$ cat config.mk
export PLATFORM = sky130hd
export DESIGN_NAME = ifetch_sequencer
export DESIGN_NICKNAME = d
export VERILOG_FILES = /design/src/rtl/ifetch_sequencer.sv
export SDC_FILE = /design/constraint.sdc
export NUM_CORES = 1
export LEC_CHECK = 0
export BUFFER_PORTS_ARGS = -buffer_cell sky130_fd_sc_hd__buf_2
export CORE_AREA = 4 4 146 183
export CTS_CLUSTER_SIZE = 20
export DETAILED_ROUTE_END_ITERATION = 16
export DIE_AREA = 0 0 150 187
export PLACE_DENSITY = 0.52
export SYNTH_ARGS = -nofsm -noshare
export SYNTH_HDL_FRONTEND = slang
export SYNTH_SLANG_ARGS = --single-unit
$ cat constraint.sdc
create_clock -name clk -period 2.4 [get_ports clk]
set_input_delay 0.12 -clock clk [delete_from_list [all_inputs] [get_ports clk]]
set_output_delay 0.12 -clock clk [all_outputs]
set_load 0.02 [all_outputs]
$ cat src/rtl/ifetch_sequencer.sv
// ============================================================================
// ifetch_sequencer : single-outstanding instruction fetch with decode hold/flush
// Revision 1.0
// ============================================================================
`default_nettype none

module ifetch_sequencer #(
  parameter int          WORD_WIDTH = 32,
  parameter logic [31:0] RESET_PC   = 32'h0000_0000
) (
  input  logic                  clk,
  input  logic                  reset,
  input  logic                  redirect_e,
  input  logic [31:0]           pc_target_e,
  input  logic                  stall_d,
  output logic                  imem_req,
  output logic [31:0]           imem_addr,
  input  logic                  imem_gnt,
  input  logic                  imem_rvalid,
  input  logic [WORD_WIDTH-1:0] imem_rdata,
  output logic [WORD_WIDTH-1:0] instr_d,
  output logic [31:0]           pc_d,
  output logic [31:0]           pc_plus4_d,
  output logic                  valid_d
);

  localparam logic [1:0] S_IDLE = 2'd0;
  localparam logic [1:0] S_REQ  = 2'd1;
  localparam logic [1:0] S_WAIT = 2'd2;
  localparam logic [1:0] S_HOLD = 2'd3;

  logic [1:0]            r_state;
  logic [1:0]            w_state_nxt;
  logic [31:0]           r_pc_f;
  logic                  r_squash;
  logic                  w_squash_nxt;
  logic [WORD_WIDTH-1:0] r_hold_instr;

  logic [31:0]           w_target;
  logic [31:0]           w_pc_inc;
  logic                  w_resp_ok;
  logic                  w_deliver;
  logic                  w_capture;
  logic [WORD_WIDTH-1:0] w_deliver_instr;

  assign w_target  = pc_target_e & ~32'h3;
  assign w_pc_inc  = r_pc_f + 32'd4;
  assign w_resp_ok = (r_state == S_WAIT) && imem_rvalid && !r_squash;
  assign w_deliver = !redirect_e && !stall_d && (w_resp_ok || (r_state == S_HOLD));
  assign w_capture = !redirect_e && stall_d && w_resp_ok;
  // pc_f does not move while holding, so it doubles as the held instruction's PC
  assign w_deliver_instr = (r_state == S_HOLD) ? r_hold_instr : imem_rdata;

  always_ff @(posedge clk) begin
    if (reset) begin
      r_state <= S_IDLE;
    end else begin
      r_state <= w_state_nxt;
    end
  end

  always_comb begin
    w_state_nxt  = r_state;
    w_squash_nxt = r_squash;
    case (r_state)
      S_IDLE: w_state_nxt = S_REQ;
      S_REQ: begin
        if (imem_gnt) begin
          w_state_nxt  = S_WAIT;
          w_squash_nxt = redirect_e;
        end
      end
      S_WAIT: begin
        if (imem_rvalid) begin
          w_squash_nxt = 1'b0;
          w_state_nxt  = (stall_d && !redirect_e && !r_squash) ? S_HOLD : S_REQ;
        end else if (redirect_e) begin
          w_squash_nxt = 1'b1;
        end
      end
      S_HOLD: begin
        if (redirect_e || !stall_d) begin
          w_state_nxt = S_REQ;
        end
      end
      default: w_state_nxt = S_IDLE;
    endcase
  end

  always_comb begin
    imem_req  = (r_state == S_REQ);
    imem_addr = r_pc_f;
  end

  always_ff @(posedge clk) begin
    if (reset) begin
      r_pc_f       <= RESET_PC;
      r_squash     <= 1'b0;
      r_hold_instr <= '0;
      instr_d      <= '0;
      pc_d         <= 32'd0;
      pc_plus4_d   <= 32'd0;
      valid_d      <= 1'b0;
    end else begin
      r_squash <= w_squash_nxt;
      if (redirect_e) begin
        r_pc_f <= w_target;
      end else if (w_deliver) begin
        r_pc_f <= w_pc_inc;
      end
      if (w_capture) begin
        r_hold_instr <= imem_rdata;
      end
      if (redirect_e) begin
        valid_d <= 1'b0;
      end else if (!stall_d) begin
        valid_d <= w_deliver;
        if (w_deliver) begin
          instr_d    <= w_deliver_instr;
          pc_d       <= r_pc_f;
          pc_plus4_d <= w_pc_inc;
        end
      end
    end
  end

endmodule

`default_nettype wire

# Word level (Yosys, flattened, before mapping)
# Index checks and enable logic that the tools add are counted.
# totals
reg_bits	164
latchBits	0
mem_bits_rw	0
rom_bits	0
input_bits	70
output_inout_bits	130
elab_cells	50
mem_count	0
# classes
add_sub_neg	1
multipliers	0
div_mod_pow	0
order_cmp	0
n_eq_ne	7
n_shift	0
n_mux	12
bitwise	2
n_reduce_logical	19
# ops
op	n
32-bit 2-to-1 mux	3
32-bit by 3-bit adder with 32-bit output, second input constant	1
3-bit AND reduction	3
2-bit 2-to-1 mux	4
2-bit case mux with 4 select lines	1
1-bit logical AND	7
2-bit == test, second input constant	2
2-bit by 1-bit != test with 1-bit output, second input constant	2
2-bit nonzero test	2
1-bit logical NOT	3
1-bit 2-to-1 mux	3
3-bit != test, second input constant	1
2-bit by 1-bit == test with 1-bit output, second input constant	1
2-bit logical NOT	1
1-bit logical OR	2
2-bit != test, second input constant	1
1-bit NOT	2
1-bit case mux with 2 select lines	1
2-bit OR reduction	1

# Depth between registers and ports, before layout
# depth
depth_word	7
ltp_mapped	8
ltp_nobuf	6

# Worst setup path after synthesis
# No wires, ideal clock.
# synth_timing
kind	reg2reg
from	register r_pc_f[2] (netlist: imem_addr[2])
to	register pc_plus4_d[24]
setup_time_ns	0.091
arrival_ns	2.120
required_time_ns	2.309
slack_ns	0.190
stages_incl_launch_ff	6
path_buffers	0
cell_sequence	dfxtp_1 ha_1 nand3_4 or4_4 or4_1 a311oi_1
# synth_via
elab_chain_cells	1
# synth_rtl
element	line	rtl
start, declared	34	logic [31:0] r_pc_f;
start signal, assigned	107	r_pc_f <= w_target;
start signal, assigned	109	r_pc_f <= w_pc_inc;
32-bit by 3-bit adder with 32-bit output	47	assign w_pc_inc = r_pc_f + 32'd4;
end signal, assigned	121	pc_plus4_d <= w_pc_inc;
end, declared	23	output logic [31:0] pc_plus4_d,
# Every way passes these cells.
# A chain may end at the register's enable or synchronous reset.

# Worst setup path in the final report
# layout_timing
from	register r_pc_f[3] (netlist: imem_addr[3])
to	register pc_plus4_d[24]
# The elaborated chain is that of the path after synthesis.

==> impl_metrics.toml <==
[placement]
hpwlAfterDp_mm = 16.7
place_inst = 1381
portBuffers = 191
placed_area_sq_mm = 0.00871
gp_congestion = 0.858

[logic_synthesis]
synth_top_cells_by_count = "dfxtp_1, nand2_1, a21oi_1, nor2_1, clkbuf_1"
seq_area_frac_synth_pct = 42.8
syn-instance-count = 893
synth-edff-count = 0
postSynthAreaPerCell_sq_um = 8.28
netlist_area_sq_mm = 0.00739
yosys_warnings = 0
synthArstFlopShare_pct = 0
synth_most_common_cell = "dfxtp_1"
synth_cell_types = 61
synth_ff_type = "dfxtp_1"
yosys_register_bits = 158
ys_top_cells_by_area = "dfxtp_1, nand2_1, a211oi_1"
synth_top_area_share_pct = 42.8
synth_top_cell_by_area = "dfxtp_1"

[detailed_routing]
top_layer = "met5"
via_count = 7261
drc = 0
wl_per_cell_um = 16.5
drt-total-wl_mm = 24.2
dr.pass1.iters = 5
ant_nets = 0
wl_met3_mm = 1.52
routed_via_density = 4.93
drtIter0Drc = 315
wl_met1_mm = 10.2
wl_met2_mm = 12.1

[setup_path]
crit_chain = "ha_1 > nand3_4 > or4_4 > or4_1 > a311oi_1"
required_ps = 2760
worstSetupEndpointType = "flop"
arrival_ps = 2550
crit_buf_inv = 0
max_stage_delay_ps = 490
crit_family = "simple AND/OR/NAND/NOR gates"
crit_type = "reg -> reg"
crit_path_max_fanout = 7
cp_slowest_cell = "or4_4"
critPathLaunchType = "flop"

[global_routing]
grt_max_degree = 79
grt_usage_pct = 17.2
grt_pass1_wl_mm = 38.4
grt-ovfl-total = 0
antenna_found_initial = 4
grt_pass1_vias = 7048

[floorplan]
num_rows = 65
dieArea_sq_mm = 0.0281
core_sq_mm = 0.0250
pin_count = 200
die_w_um = 150
dieHeight_um = 187
start_util_pct = 29.5

[finish]
syn_to_final_growth_pct = 33.1
nFillCells = 2634
drive_gt1_share_pct = 25.3
utilization_pct = 39.3
postLayoutCellArea_sq_mm = 0.00984
final_cells = 1472
nets = 1196

[clock_network]
cts_sinks = 158
cts.clk_slew.worst_paths_ps = 70
cts_tree = "built"
htree_levels = 4
cts-buffers-inserted = 17
clk_path_buf_depth = 2
ctsRootBufferMaster = "clkbuf_16"
insertion_delay_ps = 440

[timing]
fin_crit_sh_pct = 91.3
max_freq_mhz = 456
finalSetupViolCount = 0
slew_violations = 0
slew_headroom_pct = 45.0
post-route-min-period_ps = 2190
hold_viol = 0
whs_ps = 21.3
tightest_slew_ps = 822
rsz0062_at_grt = "false"
finClkSkew_ps = 15.1
fin_setup_tns_ps = 0

[flow_run]
cap_violations = 0

[run_status]
status = "finished clean"

[power_and_ir_drop]
powerDensity_mw_per_mm2 = 619
peakVddDrop_mv = 0.499
leakagePower_nw = 3.74

[worst_hold_path]
hold_path_class = "in -> reg"
[sequential cells by signal (all words and copies together) (netlist names)]
signal / cells
pc_d: 30
r_squash: 1
r_state: 2
pc_plus4_d: 30
valid_d: 1
r_hold_instr: 32
imem_addr: 30
instr_d: 32
[stage by stage]
step	worst slack [ps]	power, W
after global routing	53.7	0.00636
after global placement	270	0.00348
after CTS	196	0.00618
final	209	0.00608
after detailed placement	228	0.00348
after floorplan	190	0.00324
[layer usage]
layer	GRT usage, %	vias up
met5	0	-
met4	6.09	4
met3	4.87	29
met2	29.0	182
met1	20.8	3404
li1	-	3642
[worst reg2reg max path, cell delays in order, from the launching register on]
cell      delay [ps]
dfxtp_1          430
ha_1             320
nand3_4          140
or4_4            490
or4_1            480
a311oi_1         260
[repair_timing]
action	in CTS	in global routing
hold buffers	57	0
setup buffers	0	0
resized for setup	0	1
endpoints found under the setup margin	0	2
endpoints found under the hold margin	57	0
[final cells by class]
class	count	area, sq um	area share, %
repair buffers	298	1930	19.6
inverters	17	63.8	0.649
flip-flops and latches	158	3160	32.2
diodes	2	5.00	0.0509
well taps	335	419	4.26
clock buffers	21	460	4.68
multi-input cells	630	3710	37.7
clock inverters	11	87.6	0.890
[power by group]
group | internal [W] | total, W | switching, W | leakage [nW]
logic | 0.000305 | 0.000736 | 0.000431 | 2.20
registers | 0.00269 | 0.00276 | 0.0000698 | 1.28
clock network | 0.00139 | 0.00259 | 0.00120 | 0.256
[final timing paths]
check / start / end / slack, ps / depth (start not counted)
max: imem_addr[3] / pc_plus4_d[24] / 210 / 5
min: pc_target_e[10] / imem_addr[10] / 20 / 3
max reg2reg: imem_addr[3] / pc_plus4_d[24] / 210 / 5
min reg2reg: pc_d[29] / pc_d[29] / 450 / 2
[layout by cell type, fill, tap and decap left out, drive strengths merged, types with 7 or more instances in the layout]
master,netlist,final
buf,26,241
dfxtp,158,158
nand2,150,150
a21oi,76,76
nor2,76,76
dlygate4sd3,0,57
a211oi,51,51
mux2i,32,32
o21ai,29,29
nand3,29,29
clkbuf,67,21
inv,17,18
a311oi,17,17
or3,17,17
nand4,14,14
xnor2,11,11
or4,11,11
o31ai,9,9
a31oi,9,9
xor2,8,8
nor4,8,8
nor3,7,7
and4,7,7
[kinds of logic (layout without fill, tap and decap cells)]
kind of cell | Yosys count | after routing | synth area share [%]
adder cells (fa/ha/maj) | 4 | 4 | 0.677
AND/OR/NAND/NOR | 341 | 341 | 21.7
other | 1 | 8 | 0.0507
flip-flops | 158 | 158 | 42.8
multiplexers | 32 | 32 | 4.33
buffers and inverters | 110 | 347 | 7.85
AO/OA/AOI/OAI | 228 | 228 | 20.4
XOR/XNOR | 19 | 19 | 2.25
No activity file was read; power rests on OpenSTA's default activity.
